### config.mk
export PLATFORM = sky130hd
export DESIGN_NAME = binary_maxpool
export DESIGN_NICKNAME = d
export VERILOG_FILES = /design/src/rtl/binary_maxpool.sv
export SDC_FILE = /design/constraint.sdc
export NUM_CORES = 1
export LEC_CHECK = 0
export CORE_UTILIZATION = 48
export DETAILED_ROUTE_END_ITERATION = 16
export PLACE_DENSITY = 0.78
export SETUP_SLACK_MARGIN = 0.3
export SYNTH_ARGS = -nofsm -noshare
export SYNTH_HDL_FRONTEND = slang
export SYNTH_SLANG_ARGS = --single-unit
### constraint.sdc
create_clock -name clk -period 2.8 [get_ports clk]
set_input_delay 0.42 -clock clk [delete_from_list [all_inputs] [get_ports clk]]
set_output_delay 0.42 -clock clk [all_outputs]
set_load 0.1 [all_outputs]
### src/rtl/binary_maxpool.sv
// binary_maxpool: reads a binary feature map row pair by row pair, ORs each 2x2 window and
// writes the pooled rows to a separate SRAM region. Optional build macro: MAXPOOL_ODD_PAD_EN.
module binary_maxpool #(
    parameter int                ADDR_W   = 12,
    parameter int                DATA_W   = 16,
    parameter logic [ADDR_W-1:0] SRC_BASE = '0,
    parameter logic [ADDR_W-1:0] DST_BASE = 12'h100
) (
    input  logic              clk,
    input  logic              reset_b,
    input  logic              pool_run,
    input  logic [4:0]        pool_width,
    input  logic [4:0]        pool_rows,
    output logic              pool_busy,
    output logic [ADDR_W-1:0] sram_read_address,
    input  logic [DATA_W-1:0] sram_read_data,
    output logic [ADDR_W-1:0] sram_write_address,
    output logic [DATA_W-1:0] sram_write_data,
    output logic              sram_write_enable
);
    localparam int         OUT_BITS = DATA_W / 2;
    localparam logic [4:0] MAX_W    = 5'(DATA_W);

    typedef enum logic [2:0] {IDLE, ISSUE_A, ISSUE_B, GATHER, WRITE, DONE} state_t;

    state_t            state_reg, state_next;
    logic [4:0]        k_reg, k_next;
    logic [4:0]        out_w_reg, out_r_reg;
    logic [DATA_W-1:0] row_a_reg;

    logic [4:0]        width_sat, out_w_in, out_r_in;
    logic [DATA_W-1:0] row_a_in, row_b_in, pooled;
    logic              last_half;

    logic [ADDR_W-1:0] read_address_next, write_address_next;
    logic [DATA_W-1:0] write_data_next;

    assign width_sat = (pool_width > MAX_W) ? MAX_W : pool_width;

`ifdef MAXPOOL_ODD_PAD_EN
    logic [4:0]        width_reg;
    logic              rows_odd_reg;
    logic [DATA_W-1:0] col_mask;

    assign out_w_in = 5'((6'(width_sat) + 6'd1) >> 1);
    assign out_r_in = 5'((6'(pool_rows) + 6'd1) >> 1);

    // Columns beyond the configured width read as zero so a partial window pads with 0.
    generate
        for (genvar gi = 0; gi < DATA_W; gi++) begin : g_mask
            assign col_mask[gi] = (32'(gi) < 32'(width_reg));
        end
    endgenerate

    assign last_half = rows_odd_reg && (k_reg == out_r_reg - 5'd1);
    assign row_a_in  = sram_read_data & col_mask;
    assign row_b_in  = last_half ? '0 : (sram_read_data & col_mask);

    always_ff @(posedge clk or negedge reset_b) begin
        if (!reset_b) begin
            width_reg    <= '0;
            rows_odd_reg <= 1'b0;
        end else if (state_reg == IDLE && pool_run) begin
            width_reg    <= width_sat;
            rows_odd_reg <= pool_rows[0];
        end
    end
`else
    assign out_w_in  = width_sat >> 1;
    assign out_r_in  = pool_rows >> 1;
    assign last_half = 1'b0;
    assign row_a_in  = sram_read_data;
    assign row_b_in  = sram_read_data;
`endif

    // Row B is consumed straight off the read bus on the GATHER->WRITE edge.
    generate
        for (genvar gi = 0; gi < DATA_W; gi++) begin : g_pool
            if (gi < OUT_BITS) begin : g_lo
                assign pooled[gi] = (32'(gi) < 32'(out_w_reg)) &
                                    (row_a_reg[2*gi] | row_a_reg[2*gi+1] |
                                     row_b_in[2*gi]  | row_b_in[2*gi+1]);
            end else begin : g_hi
                assign pooled[gi] = 1'b0;
            end
        end
    endgenerate

    always_comb begin
        state_next = state_reg;
        k_next     = k_reg;
        case (state_reg)
            IDLE: begin
                if (pool_run) begin
                    k_next     = '0;
                    state_next = (out_r_in == '0 || out_w_in == '0) ? DONE : ISSUE_A;
                end
            end
            ISSUE_A: state_next = ISSUE_B;
            ISSUE_B: state_next = GATHER;
            GATHER:  state_next = WRITE;
            WRITE: begin
                k_next     = k_reg + 5'd1;
                state_next = ({1'b0, k_reg} + 6'd1 < {1'b0, out_r_reg}) ? ISSUE_A : DONE;
            end
            DONE:    state_next = IDLE;
            default: state_next = IDLE;
        endcase
    end

    // Outputs are registered, so they are derived from the state being entered.
    always_comb begin
        read_address_next  = sram_read_address;
        write_address_next = sram_write_address;
        write_data_next    = sram_write_data;
        if (state_next == ISSUE_A) begin
            read_address_next = SRC_BASE + ADDR_W'({k_next, 1'b0});
        end else if (state_next == ISSUE_B && !last_half) begin
            read_address_next = SRC_BASE + ADDR_W'({k_next, 1'b1});
        end
        if (state_next == WRITE) begin
            write_address_next = DST_BASE + ADDR_W'(k_next);
            write_data_next    = pooled;
        end
    end

    always_ff @(posedge clk or negedge reset_b) begin
        if (!reset_b) begin
            state_reg          <= IDLE;
            k_reg              <= '0;
            out_w_reg          <= '0;
            out_r_reg          <= '0;
            row_a_reg          <= '0;
            pool_busy          <= 1'b0;
            sram_read_address  <= '0;
            sram_write_address <= '0;
            sram_write_data    <= '0;
            sram_write_enable  <= 1'b0;
        end else begin
            state_reg <= state_next;
            k_reg     <= k_next;
            if (state_reg == IDLE && pool_run) begin
                out_w_reg <= out_w_in;
                out_r_reg <= out_r_in;
            end
            if (state_reg == ISSUE_B) begin
                row_a_reg <= row_a_in;
            end
            pool_busy          <= (state_next != IDLE);
            sram_read_address  <= read_address_next;
            sram_write_address <= write_address_next;
            sram_write_data    <= write_data_next;
            sram_write_enable  <= (state_next == WRITE);
        end
    end

endmodule

== Word-level counts from Yosys, hierarchy flattened ==
Index checks and enable logic that the tools add are counted.
Storage, ports and cells
  word-level logic and storage cells: 78
  bits of input ports: 29
  flip-flop bits (word level): 66
Operators by class
  reduce and logical (&&, ||, !) cells: 7
  multiplexer cells: 9
  add/subtract/negate cells: 3
  bitwise gates (word level): 32
  eq/ne operators: 7
  $lt $le $gt $ge: 10
Operator list (count)
  $mux 12: 2
  $or 1x1->1: 24
  $lt 3x4->1 const A: 4
  $pmux 3 s5: 1
  $add 9x5->10 const A: 1
  $logic_not 5->1: 2
  $mux 5: 2
  $pmux 5 s2: 1
  $eq 3x2->1 const B: 3
  $mux 3: 3
  $and 1x1->1: 8
  $lt 1x4->1 const A: 2
  $lt 2x4->1 const A: 2
  $add 5x1->6 const B: 1
  $eq 3x1->1 const B: 2
  $eq 3x3->1 const B: 2
  $lt 6x4->1: 1
  $add 5x1->5 const B: 1
  $gt 5x5->1 const B: 1
  $logic_not 3->1: 1
  $reduce_bool 3->1: 1
  $reduce_bool 2->1: 1
  $logic_and 1x1->1: 1
  $logic_or 1x1->1: 1

== Longest topological paths before layout ==
Gate-level depths: netlist of the first run.
  depth in word-level cells: 10
  mapped depth: 9
  gate-level depth less buffers: 8

== Worst setup path before layout of the first run ==
No wires, ideal clock.
  path type: flip-flop to flip-flop
  start point: register k_reg[0]
  end point: register sram_read_address[1]
  setup time: 0.125 ns
  data required time: 2.675 ns
  stages on the path, launching flop included: 7
  setup slack: 0.688 ns
  arrival time: 1.986 ns
  cells stage by stage: dfrtp_1 > ha_1 > ha_1 > a2111oi_4 > o22ai_1 > o32a_4 > mux2_4
Between the ends
  longest elaborated chain between the ends: 6
  elaborated cells on any way between the ends: 12
RTL lines
  start, declared: RTL line 27  | logic [4:0] k_reg, k_next;
  start signal, assigned: RTL line 141  | k_reg <= k_next;
  $add 5x1->6: RTL line 104  | state_next = ({1'b0, k_reg} + 6'd1 < {1'b0, out_r_reg}) ? ISSUE_A : DONE;
  $lt 6x4->1: RTL line 104
  $mux 3: RTL line 104
  $pmux 3 s5: RTL line 92  | case (state_reg)
  $eq 3x1->1 / $eq 3x2->1 (equally long branches): RTL line 116, 118
  $mux 12 / $reduce_bool 2->1 (equally long branches)
  end signal, assigned: RTL line 150  | sram_read_address <= read_address_next;
  end, declared: RTL line 15  | output logic [ADDR_W-1:0] sram_read_address,
Parallel ways exist; a longest one is shown, timed or not. The select of a mux whose other input is x is not followed.
A chain may end at the register's enable or synchronous reset.

== Final worst setup path of the first run ==
  start point: register k_reg[0]
  end point: register sram_read_address[4]
The elaborated chain is that of the path after synthesis.

==> flow_metrics.py, run 1 <==
metrics = {
    "outcome": {
        "outcome": "complete, no violations",
    },
    "worst_setup_path": {
        "worstPathArrival_ns": 2.46,
        "reg2regPathDepth": 6,
        "timing.rr.start": "k_reg[0]",
        "startpoint": "k_reg[0]",
        "r2r_end": "sram_read_address[4]",
        "cpPeakStageDelay_ns": 0.46,
        "critPathKind": "flop to flop",
        "cpMostUsedCell": "ha_1",
        "startpoint_type": "flop",
        "ff2ff_setup_slack_ns": 0.53,
        "worstSetupEndpointType": "flop",
        "required_ns": 2.99,
        "crit_fanout": 6,
        "path_cells": "ha_1, ha_1, a2111oi_4, o22ai_1, o32a_4, mux2_4",
        "slowest_stage": "dfrtp_1",
    },
    "route": {
        "drt_iter0_markers": 72,
        "ant_nets": 0,
        "viasPerCell": 5.07,
        "drc": 0,
        "vias": 1702,
        "drt_wl_total_um": 4400,
        "drt_pre_antenna_iters": 4,
        "routedWlPerCell_um": 13.1,
    },
    "global_routing": {
        "grt_max_degree": 55,
        "antenna_found_initial": 0,
        "gr-total-overflow": 0,
        "grt_pass1_vias": 1583,
        "grt_pass1_wl_um": 7390,
        "grtUsageTotal": 0.178,
    },
    "finish": {
        "antenna_cells": 0,
        "largest_reg_flops": 16,
        "multiInputGateArea_mm2": 0.00108,
        "num-fill-cells": 447,
        "seq_area_mm2": 0.00135,
        "final_cells": 336,
        "nNetsFinal": 299,
        "area_delta_synth_final_pct": 19.8,
        "drive_gt1_frac": 0.192,
    },
    "run": {
        "cap_violations": 0,
    },
    "floorplanning": {
        "fp-row-count": 26,
        "die_width_um": 75.3,
        "core_mm2": 0.00514,
        "ios": 71,
        "dieHeight_um": 75.3,
        "start_util": 0.502,
        "die-area_mm2": 0.00567,
    },
    "synth": {
        "synth_top_family_by_area": "multiplexers",
        "synth-compound-area-share": 0.106,
        "syn_inst": 220,
        "synth_mux_area_frac": 0.143,
        "ys_seq_elements": 54,
        "async_flop_share": 1.00,
        "synth_fa_ha_area_frac": 0.0194,
        "ys.warnings.count": 0,
        "synth_area_mm2": 0.00258,
        "synth.distinct_cells": 42,
        "synth_edf_count": 0,
        "avgSynthCellArea_um2": 11.7,
        "ys_seq_area_frac": 0.524,
        "synthSimpleGateAreaFrac": 0.110,
        "ys.flop_type": "dfrtp_1",
        "synth-xor-area-share": 0.0102,
    },
    "placed_design": {
        "place_congestion": 0.775,
        "port_buffers": 48,
        "dp_hpwl_um": 3180,
        "dp.cells": 329,
    },
    "worst_hold_path": {
        "hold_path.class": "primary input to asynchronous set/reset pin",
    },
    "cts": {
        "cts-root-buf": "clkbuf_8",
        "cts_setup_buffers": 0,
        "cts_buffers": 5,
        "h-tree-depth": 2,
        "clock_sinks": 54,
        "cts_buffer_depth": 2,
        "ctsResizeCount": 0,
        "clkLatencyLatePin_ns": 0.30,
        "clk_pin_slew_ns": 0.08,
        "tritoncts": "yes",
        "ctsHoldBuffers": 0,
    },
    "sta": {
        "rsz0062_at_grt": "no",
        "min_period_ns": 2.27,
        "final_hold_viol_count": 0,
        "drv_slew": 0,
        "worstMarginPinSlew_ns": 0.656,
        "finalCritPeriodShare": 0.812,
        "slew_headroom": 0.563,
        "fmax_ghz": 0.440,
        "final.setup_skew_ns": 0.00663,
        "tns_ns": 0,
        "finalSetupViolCount": 0,
    },
}
[cell families after synthesis]
kind of cell	count (synthesis)
AOI/OAI and AO/OA	37
xor gates and xnor gates	3
adders and majority gates	4
buffers and inverters	36
DFF	54
muxes	31
other	1
and+or+nand+nor	54
[worst max path at each step]
stage,depth (start not counted),slack [ns],endpoint
floorplan,6,0.69,sram_read_address[1]
global placement,6,0.54,sram_read_address[4]
detailed placement,8,0.52,sram_read_address[5]
CTS,8,0.51,sram_read_address[4]
global route,8,0.40,sram_read_address[1]
finish,6,0.53,sram_read_address[4]
[area by class of cell]
| cell class | count | area share |
|---|---|---|
| clock buffer | 6 | 0.0267 |
| inverter | 5 | 0.00608 |
| sequential | 54 | 0.437 |
| multi-input combinational | 149 | 0.348 |
| timing repair buffer | 51 | 0.143 |
| tap | 70 | 0.0284 |
| clock inverter | 1 | 0.00972 |
[per-layer routing]
layer,GRT usage,vias up,routed length [µm]
li1,-,832,-
met1,0.252,816,2140
met2,0.267,49,2020
met3,0.0503,5,188
met4,0.0556,0,53
met5,0,-,0
[per-stage QoR]
step	cell area (µm²)	util	hold WS [ns]	setup WS [ns]
floorplan	2650	-	0.124	0.688
global placement	2980	0.579	0.453	0.544
detailed placement	2980	0.579	0.471	0.519
CTS	3090	0.601	0.245	0.512
global route	3090	0.601	0.268	0.395
finish	3090	0.601	0.227	0.525
[synth_stat cells, drive strengths merged, types with 2 or more instances]
master	count	area [µm²]
nor2	6	22.5
nand2b	4	25.0
nor3b	2	20.0
or4	2	15.0
nor4	8	50.1
inv	5	18.8
nand3b	2	15.0
a211oi	3	22.5
clkbuf	4	15.0
a21oi	6	33.8
buf	27	189
o31ai	5	37.5
xnor2	2	17.5
nand3	2	10.0
nor4b	2	17.5
a31oi	4	25.0
ha	4	50.1
nand2	21	81.3
dfrtp	54	1350
mux2	31	368
nor3	3	15.0
o21ai	11	55.1
o21a	2	15.0
[critical path, delay by kind of cell, from the launching register on]
kind / cells / cell delay [ns]
AOI/OAI and AO/OA: 3 / 0.71
DFF: 1 / 0.46
adders and majority gates: 2 / 0.68
muxes: 1 / 0.31
[cell usage in the layout, fill, tap and decap left out, types with 2 or more instances in the layout]
cell	n
dfrtp_1	54
nand3b_1	2
a21oi_1	5
o21ai_1	3
a31oi_1	4
nor4b_1	2
nand2_1	20
o21a_1	2
buf_4	25
xnor2_1	2
clkdlybuf4s50_1	25
o31ai_1	5
nor4_1	8
nand2b_1	4
clkbuf_8	6
mux2_1	19
nand3_1	2
inv_1	4
nor2_1	6
nor3_1	3
mux2_2	7
or4_1	2
mux2_4	5
o21ai_0	8
conb_1	20
a211oi_1	3
ha_1	4
Power of run 1 is not shown: default switching activity piles up to over one toggle a cycle in this logic, so the estimate is an artifact.
==> inputs of run 2 (changes only) <==
Clock period 2.8 ns to 2.35 ns, I/O delays scaled along.
==> run 2 against run 1 <==
Design area up 3.1%. Global-route usage down 0.41 points. Critical endpoint is now sram_read_address[5]. Routed wire length rose by 3.4%. Via count up 1.5%. Highest routed layer unchanged.
==> flow_metrics.py, run 2 (synthesis results as in run 1) <==
metrics = {
    "route": {
        "viasPerCell": 5.06,
        "drt_wl_total_um": 4550,
        "ant_nets": 0,
        "drt_pre_antenna_iters": 4,
        "drt_iter0_markers": 87,
        "vias": 1727,
        "routedWlPerCell_um": 13.3,
        "drc": 0,
    },
    "sta": {
        "worstMarginPinSlew_ns": 0.581,
        "fmax_ghz": 0.470,
        "final_hold_viol_count": 0,
        "finalCritPeriodShare": 0.904,
        "finalSetupViolCount": 0,
        "min_period_ns": 2.13,
        "slew_headroom": 0.613,
        "rsz0062_at_grt": "yes",
        "tns_ns": 0,
        "final.setup_skew_ns": 0.0110,
        "drv_slew": 0,
    },
    "cts": {
        "tritoncts": "yes",
        "cts-root-buf": "clkbuf_8",
        "h-tree-depth": 2,
        "cts_buffers": 5,
        "clock_sinks": 54,
        "clkLatencyLatePin_ns": 0.30,
        "clk_pin_slew_ns": 0.10,
        "ctsHoldBuffers": 0,
        "cts_buffer_depth": 2,
    },
    "finish": {
        "largest_reg_flops": 16,
        "final_util": 0.620,
        "nNetsFinal": 303,
        "drive_gt1_frac": 0.247,
        "antenna_cells": 0,
        "area_delta_synth_final_pct": 23.5,
        "final_cells": 341,
        "layout_common_cells": "51 x dfrtp_1, 28 x buf_4, 25 x clkdlybuf4s50_1, 20 x nand2_1, 20 x conb_1",
        "final_common_cell": "dfrtp_1",
    },
    "placed_design": {
        "dp.cells": 329,
        "place_congestion": 0.768,
        "dp_hpwl_um": 3360,
        "port_buffers": 48,
    },
    "global_routing": {
        "antenna_found_initial": 0,
        "grt_pass1_vias": 1577,
        "grt_max_degree": 32,
        "gr-total-overflow": 0,
        "grt_pass1_wl_um": 7310,
        "grtUsageTotal": 0.174,
    },
    "worst_setup_path": {
        "ff2ff_setup_slack_ns": 0.22,
        "startpoint": "k_reg[0]",
        "reg2regPathDepth": 8,
        "r2r_end": "sram_read_address[5]",
        "critPathKind": "flop to flop",
        "timing.rr.start": "k_reg[0]",
        "crit_fanout": 5,
        "worstSetupEndpointType": "flop",
        "required_ns": 2.54,
        "worstPathArrival_ns": 2.31,
        "startpoint_type": "flop",
    },
    "floorplanning": {
        "core_mm2": 0.00514,
        "start_util": 0.502,
        "fp-row-count": 26,
        "die-area_mm2": 0.00567,
        "dieHeight_um": 75.3,
        "die_width_um": 75.3,
        "ios": 71,
    },
    "outcome": {
        "outcome": "complete, no violations",
    },
    "run": {
        "cap_violations": 0,
    },
    "worst_hold_path": {
        "hold_path.class": "primary input to asynchronous set/reset pin",
    },
}
[run 2: worst max-delay path by stage]
stage	to	cells after the start
finish	sram_read_address[5]	8
global route	sram_read_address[5]	8
CTS	sram_read_address[5]	8
detailed placement	sram_read_address[5]	8
global placement	sram_read_address[2]	8
floorplan	sram_read_address[1]	8
[run 2: cell type report]
type / instances / area, µm²
fill: 434 / 1960
sequential: 54 / 1360
multi-input combinational: 149 / 1140
timing repair buffer: 55 / 485
tap: 70 / 87.6
clock buffer: 5 / 68.8
clock inverter: 3 / 23.8
inverter: 5 / 18.8
[run 2: what timing repair did]
item / 4_1_cts / 5_1_grt
setup endpoints to repair: 5 / 5
pin swaps: 2 / 0
buffers inserted: 2 / 2
resized for setup: 2 / 6
[run 2: through the flow]
stage	hold WS, ns	cell area, µm²	setup slack, ns
final	0.0159	3180	0.225
after global routing	0.0485	3180	0.144
after CTS	0.0298	3140	0.214
after detailed placement	0.365	3030	0.130
after global placement	0.361	3030	0.189
after floorplan	0.0569	2690	0.294
[run 2: metal layers]
| metal | vias to the layer above | track usage | wire [µm] |
|---|---|---|---|
| met5 | - | 0 | 0 |
| met4 | 0 | 0.0576 | 34 |
| met3 | 2 | 0.0410 | 156 |
| met2 | 38 | 0.282 | 2300 |
| met1 | 846 | 0.231 | 2060 |
| li1 | 841 | - | - |
[run 2: worst max-delay path, stage by stage (launching register included)]
cell and delay, ns:
dfrtp_2 0.48, ha_4 0.19, xor2_2 0.17, ha_4 0.22, o21a_1 0.17, nor2_2 0.10
o22ai_2 0.11, o32a_4 0.26, mux2_4 0.31
Power of run 2 is left out for the same reason.
